==> src/rtl/mipi_tx_pkg.sv <==
// mipi_tx_pkg: shared FSM states, RAW10 packing constants and pattern-select encodings
// for the CSI-2 TX frame generator and the top level's MIPI_TX1_TYPE drive.
package mipi_tx_pkg;
    typedef enum logic [2:0] {
        S_IDLE,
        S_VS_PRE,
        S_HS_PRE,
        S_ACTIVE,
        S_HS_POST,
        S_LINE_GAP,
        S_VS_POST,
        S_FRAME_GAP
    } state_t;
    localparam int         PIX_PER_BEAT = 6;
    localparam int         PIX_BITS     = 10;
    localparam logic [5:0] RAW10_DT     = 6'h2B;
    localparam logic [1:0] PAT_HRAMP    = 2'd0;
    localparam logic [1:0] PAT_VRAMP    = 2'd1;
    localparam logic [1:0] PAT_CHECKER  = 2'd2;
    localparam logic [1:0] PAT_CONST    = 2'd3;
endpackage

==> src/rtl/mipi_raw10_pattern.sv <==
// mipi_raw10_pattern: combinational RAW10 test-pattern pixel value for one pixel position.
module mipi_raw10_pattern
    import mipi_tx_pkg::*;
(
    input  logic [PIX_BITS-1:0] i_x,
    input  logic [PIX_BITS-1:0] i_y,
    input  logic [1:0]          i_pat,
    input  logic [PIX_BITS-1:0] i_const,
    output logic [PIX_BITS-1:0] o_pix
);
    // x and y arrive already reduced mod 1024; the 8x8 checker only needs bit 3 of each
    always_comb o_pix = (i_pat == PAT_HRAMP)   ? i_x :
                        (i_pat == PAT_VRAMP)   ? i_y :
                        (i_pat == PAT_CHECKER) ? {PIX_BITS{i_x[3] ^ i_y[3]}} : i_const;
endmodule

==> src/rtl/mipi_tx_frame_gen.sv <==
// mipi_tx_frame_gen: programmable CSI-2 pixel-interface timing and RAW10 test-pattern generator.
// Optional MIPI_FRAME_GEN_FRAME_CNT_EN adds frame_cnt and stamps it into pixel 0 of line 0.
module mipi_tx_frame_gen
    import mipi_tx_pkg::*;
#(
    parameter int H_PIXELS  = 600,
    parameter int V_LINES   = 480,
    parameter int VS_LEAD   = 2,
    parameter int HS_LEAD   = 98,
    parameter int HS_TRAIL  = 100,
    parameter int LINE_GAP  = 16,
    parameter int VS_TRAIL  = 2,
    parameter int FRAME_GAP = 10000
) (
    input  logic        tx_pixel_clk,
    input  logic        rst,
    input  logic        enable,
    input  logic [1:0]  pattern_sel,
    input  logic [9:0]  const_pix,
    output logic        vsync,
    output logic        hsync,
    output logic        valid,
    output logic [63:0] data,
    output logic        busy,
    output logic        frame_done
`ifdef MIPI_FRAME_GEN_FRAME_CNT_EN
    ,
    output logic [15:0] frame_cnt
`endif
);
    localparam logic [15:0] L_VS   = 16'(VS_LEAD - 1);
    localparam logic [15:0] L_HSL  = 16'(HS_LEAD - 1);
    localparam logic [15:0] L_ACT  = 16'(H_PIXELS / PIX_PER_BEAT - 1);
    localparam logic [15:0] L_HST  = 16'(HS_TRAIL - 1);
    localparam logic [15:0] L_LG   = 16'(LINE_GAP - 1);
    localparam logic [15:0] L_VST  = 16'(VS_TRAIL - 1);
    localparam logic [15:0] L_FG   = 16'(FRAME_GAP - 1);
    localparam logic [15:0] L_LINE = 16'(V_LINES - 1);

    state_t                            r_state, w_state;
    logic [15:0]                       r_cnt, r_line, w_cnt_nxt, w_line_nxt;
    logic [1:0]                        r_pat;
    logic [PIX_BITS-1:0]               r_const, w_xb, w_p0;
    logic [PIX_PER_BEAT*PIX_BITS-1:0]  w_beat;
    logic                              w_enter, w_latch, w_fd;
`ifdef MIPI_FRAME_GEN_FRAME_CNT_EN
    logic [15:0]                       r_frame_cnt;
    assign frame_cnt = r_frame_cnt;
`endif

    always_comb begin
        w_state = r_state;
        case (r_state)
            S_IDLE:      w_state = enable ? S_VS_PRE : S_IDLE;
            S_VS_PRE:    if (r_cnt == L_VS)  w_state = S_HS_PRE;
            S_HS_PRE:    if (r_cnt == L_HSL) w_state = S_ACTIVE;
            S_ACTIVE:    if (r_cnt == L_ACT) w_state = S_HS_POST;
            S_HS_POST:   if (r_cnt == L_HST) w_state = S_LINE_GAP;
            S_LINE_GAP:  if (r_cnt == L_LG)  w_state = (r_line == L_LINE) ? S_VS_POST : S_HS_PRE;
            S_VS_POST:   if (r_cnt == L_VST) w_state = S_FRAME_GAP;
            S_FRAME_GAP: if (r_cnt == L_FG)  w_state = enable ? S_VS_PRE : S_IDLE;
            default:     w_state = S_IDLE;
        endcase
    end

    // Counters are computed for the upcoming cycle so the pattern lookup can be registered with it
    assign w_enter    = w_state != r_state;
    assign w_cnt_nxt  = w_enter ? 16'd0 : r_cnt + 16'd1;
    assign w_line_nxt = (w_state == S_VS_PRE) ? 16'd0 :
                        (r_state == S_LINE_GAP && w_state == S_HS_PRE) ? r_line + 16'd1 : r_line;
    assign w_latch    = w_enter && w_state == S_VS_PRE;
    assign w_fd       = w_enter && w_state == S_FRAME_GAP;
    assign w_xb       = PIX_BITS'(w_cnt_nxt * 16'd6);

    for (genvar k = 0; k < PIX_PER_BEAT; k++) begin : g_lane
        mipi_raw10_pattern u_pat (
            .i_x     (w_xb + PIX_BITS'(k)),
            .i_y     (w_line_nxt[PIX_BITS-1:0]),
            .i_pat   (r_pat),
            .i_const (r_const),
            .o_pix   (w_beat[k*PIX_BITS +: PIX_BITS])
        );
    end

`ifdef MIPI_FRAME_GEN_FRAME_CNT_EN
    assign w_p0 = (w_line_nxt == 16'd0 && w_cnt_nxt == 16'd0) ? r_frame_cnt[PIX_BITS-1:0] : w_beat[PIX_BITS-1:0];
`else
    assign w_p0 = w_beat[PIX_BITS-1:0];
`endif

    always_ff @(posedge tx_pixel_clk or posedge rst) begin
        if (rst) begin
            r_state    <= S_IDLE;
            r_cnt      <= '0;
            r_line     <= '0;
            r_pat      <= '0;
            r_const    <= '0;
            vsync      <= 1'b0;
            hsync      <= 1'b0;
            valid      <= 1'b0;
            data       <= '0;
            busy       <= 1'b0;
            frame_done <= 1'b0;
`ifdef MIPI_FRAME_GEN_FRAME_CNT_EN
            r_frame_cnt <= '0;
`endif
        end else begin
            r_state    <= w_state;
            r_cnt      <= w_cnt_nxt;
            r_line     <= w_line_nxt;
            if (w_latch) begin
                r_pat   <= pattern_sel;
                r_const <= const_pix;
            end
            vsync      <= w_state != S_IDLE && w_state != S_FRAME_GAP;
            hsync      <= w_state == S_HS_PRE || w_state == S_ACTIVE || w_state == S_HS_POST;
            valid      <= w_state == S_ACTIVE;
            data       <= (w_state == S_ACTIVE) ? {4'd0, w_beat[PIX_PER_BEAT*PIX_BITS-1:PIX_BITS], w_p0} : 64'd0;
            busy       <= w_state != S_IDLE;
            frame_done <= w_fd;
`ifdef MIPI_FRAME_GEN_FRAME_CNT_EN
            if (w_fd) r_frame_cnt <= r_frame_cnt + 16'd1;
`endif
        end
    end
endmodule

==> config.mk <==
export PLATFORM = sky130hd
export DESIGN_NAME = mipi_tx_frame_gen
export DESIGN_NICKNAME = d
export VERILOG_FILES = /design/src/rtl/mipi_tx_pkg.sv /design/src/rtl/mipi_raw10_pattern.sv /design/src/rtl/mipi_tx_frame_gen.sv
export SDC_FILE = /design/constraint.sdc
export NUM_CORES = 1
export LEC_CHECK = 0
export ABC_AREA = 1
export CORE_MARGIN = 3
export CORE_UTILIZATION = 45
export CTS_CLUSTER_SIZE = 24
export DETAILED_ROUTE_END_ITERATION = 6
export PLACE_DENSITY = 0.64
export REMOVE_ABC_BUFFERS = 1
export SYNTH_ARGS = -nofsm -noshare
export SYNTH_HDL_FRONTEND = slang
export SYNTH_HIERARCHICAL = 1
export SYNTH_SLANG_ARGS = --single-unit
==> constraint.sdc <==
create_clock -name tx_pixel_clk -period 5.7 [get_ports tx_pixel_clk]
set_input_delay 1.14 -clock tx_pixel_clk [delete_from_list [all_inputs] [get_ports tx_pixel_clk]]
set_output_delay 1.14 -clock tx_pixel_clk [all_outputs]
set_load 0.03 [all_outputs]
==> results by stage <==
Outcome:
- The run finished with clean final reports.

CTS:
- The maximum buffer depth of the clock tree is 2.
- TritonCTS built the clock tree.
- Clock-pin slew was measured on the worst setup and hold paths at 0.07 ns.
- The clock net in this run drives a total of 112 sinks.
- The deepest level of the CTS H-tree is 3.
- The clock latency at the later pin of the worst-skew pair is 0.36 ns.
- Hold repair after CTS inserted 0 buffers.
- The post-CTS setup buffer count is 0.
- The number of buffers added by the clock tree synthesis step is 9.
- Gates resized during post-CTS repair numbered 0.
- The root buffer cell is sky130_fd_sc_hd__clkbuf_16.

Logic synthesis:
- Sorting the synthesized cells by how often they occur yields 270 x sky130_fd_sc_hd__nand2_1, 189 x sky130_fd_sc_hd__nor2_1, 156 x sky130_fd_sc_hd__inv_1.
- In the synthesized netlist, the number of instances is 1,040.
- After synthesis, the cell types taking the most area are sky130_fd_sc_hd__dfrtp_1 39%, sky130_fd_sc_hd__nand2_1 14%, sky130_fd_sc_hd__nor2_1 9.9%.
- sky130_fd_sc_hd__nand2_1 is the most common cell in the netlist.
- Dividing the synthesized area by the synthesized cell count gives 6.88 um2.
- The top-area cell type share of the netlist area is 39.2%.
- Synthesis instantiated 45 different standard cells from the library.
- Among all flip-flop cells after synthesis, the most frequent one is sky130_fd_sc_hd__dfrtp_1.
- The synthesized design contains 0 enable-type register cells.
- The post-synthesis cell type with the largest combined area is sky130_fd_sc_hd__dfrtp_1.
- The flop and latch count out of synthesis is 112.
- The portion of the post-synthesis area used by sequential elements is 39.2%.
- The share of flip-flops with an asynchronous set or reset after synthesis is 100%.
- The number of warnings reported in the yosys synthesis log is 6.
- The cell area that synthesis handed to floorplanning was 0.00716 mm2.

Setup path:
- Together, buffers and inverters on the worst path number 4.
- The worst setup path is captured at a register.
- The number of cells on the worst reg-to-reg path is 23.
- The cell repeated most along the worst path is sky130_fd_sc_hd__inv_1.
- The delay contributed by the slowest stage of the critical path is 0.47 ns.
- The highest net fanout along the worst path is 15.
- The largest individual stage delay along the critical path comes from the cell sky130_fd_sc_hd__nor3_1.
- The signal arrival time at the worst endpoint is 4.94 ns.
- For the worst setup path, the data required time is 5.92 ns.
- The logic depth of the worst path, buffers included is 19.
- The kind of critical path is in -> reg.
- Traced cell by cell, the critical path runs through clkdlybuf4s50_1 > o21ai_1 > nand3_4 > nand2_1 > nand2_4 > nand2_4 > nor2_1 > ha_1 > inv_1 > fa_1 > xnor2_1 > inv_1 > nor3_1 > nand3_1 > xor2_1 > nand2_1 > nand4_1 > inv_1 > nor2_1.
- In this design, the largest share of critical-path delay is due to simple AND/OR/NAND/NOR gates.
- The worst setup path is launched from an input port.

Floorplanning:
- The number of cell rows is 45.
- Measured along the x axis, the die boundary spans 132 um.
- The area of the core is 0.0154 mm2.
- The count of pins on the block boundary is 84.
- The vertical die dimension is 132 um.
- The die covers 0.0175 mm2.
- Once the floorplan was initialized, standard cells occupied 46.6% of the core.

Detailed routing:
- The via total after detailed routing is 6,662.
- The wire length per cell is 14.1 um.
- The number of iterations in the first detailed-routing pass is 6.
- Wires add up to 18,900 um.
- After detailed routing, the number of vias per cell comes to 4.95.
- The final routed DRC violation total is 0.
- Once detail routing completed, the nets flagged for antenna violations numbered 0.
- The number of design-rule violations left by the first detailed-router iteration is 537.

Hold path:
- The number of instances on the worst hold path is 1.
- In this run the worst hold path is classified as reg -> reg.

Pwr:
- Net switching is 20.3% of the power.
- The ratio of total power to cell area is 178 mW/mm2.
- The portion of total power attributed to combinational logic is 2.1%.
- The internal power is 1.21 mW.
- The analysis attributes to net switching a power of 0.309 mW.
- The clock network accounts for 45.8% of the total power.
- The worst vdd rail ir drop is 0.158 mV.
- The share of total power dissipated in sequential elements is 52.1%.
- Summed over all cells, the static leakage comes to 4.32 nW.

STA:
- The final number of max-transition violations is 0.
- For the final database, setup skew stands at 0.0118 ns.
- The summed negative setup slack over all endpoints is 0 ns.
- Setup repair after global routing left no endpoint under its margin.
- Hold timing on the final database bottoms out at a slack of 0.510 ns.
- The final-report setup violation count is 0.
- The headroom to the max-slew limit is 26.0%.
- The actual slew at the worst max-slew pin is 1.11 ns.
- The highest clock rate is 0.212 GHz.
- Subtracting the final worst setup slack from the clock period gives 4.72 ns.
- The ratio of final minimum period to clock period is 82.8%.
- The total count of hold-check failures in the final report is 0.

Flow run:
- The tool flagged a number of max-cap violations equal to 0.

Cells and area:
- From synthesis to final layout, the design area changed by 19.6%.
- After routing the design area is 0.00856 mm2.
- The share of post-route cells with drive strength above 1 is 10.0%.
- The number of diodes added for antenna fixing is 0.
- The count of nets after finishing is 1,158.

Placement:
- During placement, the flow inserted port buffers numbering 79.
- The routability-driven placement congestion ratio is 0.951.
- The instance area at placement is 0.00823 mm2.
- Summed over all nets, the half-perimeter wirelength after detailed placement is 14,000 um.

Global routing:
- The first global-routing pass estimated 31,900 um of wire.
- The via count of the first global-routing pass came to 6,380.
- The number of antenna violations at the first check in global routing is 0.
- Global routing finished with a remaining overflow of 0.
- The aggregate global-route resource usage is 22.5%.
- The pin count of the biggest net entering global routing is 74.
kinds of logic after synthesis:
group,after synthesis,synth area share (%)
xor gates and xnor gates,15,1.84
muxes,12,1.89
other,2,0.105
DFF,112,39.2
buffers and inverters,196,10.7
AOI/OAI and AO/OA,38,3.03
adders and majority gates,12,2.20
and+or+nand+nor,653,41.1
registers in the layout, indices dropped and copies added, names as in the netlist:
register    cells
r_state         3
r_const        10
r_line         16
data           60
r_cnt          16
busy            1
valid           1
hsync           1
vsync           1
frame_done      1
r_pat           2
power by group through the flow:
| stage | registers [mW] | logic [mW] | clock network [mW] |
|---|---|---|---|
| after CTS | 0.794 | 0.0341 | 0.721 |
| after floorplan | 0.810 | 0.0182 | 0 |
| final | 0.794 | 0.0323 | 0.697 |
| after global routing | 0.794 | 0.0377 | 0.748 |
| after detailed placement | 0.810 | 0.0340 | 0 |
| after global placement | 0.810 | 0.0338 | 0 |
layout make-up:
cell class	count	area, um2
timing repair buffer	85	836
multi-input combinational	740	3620
clock buffer	12	256
clock inverter	4	76.3
fill	1522	6810
tap	211	264
sequential	112	2800
inverter	183	704
placed cells by master (no fill, tap or decap), types with 18 or more instances in the layout:
master                            instances
sky130_fd_sc_hd__nand3_1                 60
sky130_fd_sc_hd__clkdlybuf4s50_1         79
sky130_fd_sc_hd__nand4_1                 45
sky130_fd_sc_hd__nand2_2                 21
sky130_fd_sc_hd__inv_2                   19
sky130_fd_sc_hd__nor2_2                  18
sky130_fd_sc_hd__inv_1                  155
sky130_fd_sc_hd__nor2_1                 189
sky130_fd_sc_hd__nand2_1                270
sky130_fd_sc_hd__nor3_1                  19
sky130_fd_sc_hd__dfrtp_1                112
stage by stage:
step / total power [mW] / setup slack, ns / util [%] / cells
2_1_floorplan: 0.828 / 1.56 / - / 1035
3_3_place_gp: 0.843 / 0.810 / 53.5 / 1331
3_5_place_dp: 0.844 / 0.648 / 53.5 / 1331
4_1_cts: 1.55 / 1.02 / 55.7 / 1347
5_1_grt: 1.58 / 0.509 / 55.7 / 1347
6_report: 1.52 / 0.978 / 55.7 / 1347
worst paths after layout:
path | to | start | slack, ns
worst min-delay path | r_line[14] | r_line[14] | 0.51
min in group asynchronous | data[28] | rst | 1.31
max in group asynchronous | data[49] | rst | 3.35
worst max register to register | data[57] | r_cnt[0] | 1.01
worst max-delay path | data[57] | enable | 0.98
worst min register to register | r_line[14] | r_line[14] | 0.51
metal layers:
layer | GRT usage (%) | part of all wire (%) | vias to the layer above
li1 | - | - | 3397
met1 | 32.7 | 48 | 3034
met4 | 7.23 | 1.8 | 0
met5 | 0 | 0 | -
met2 | 33.8 | 43 | 203
met3 | 4.81 | 6.9 | 28
Power figures use the tool's default switching activity.
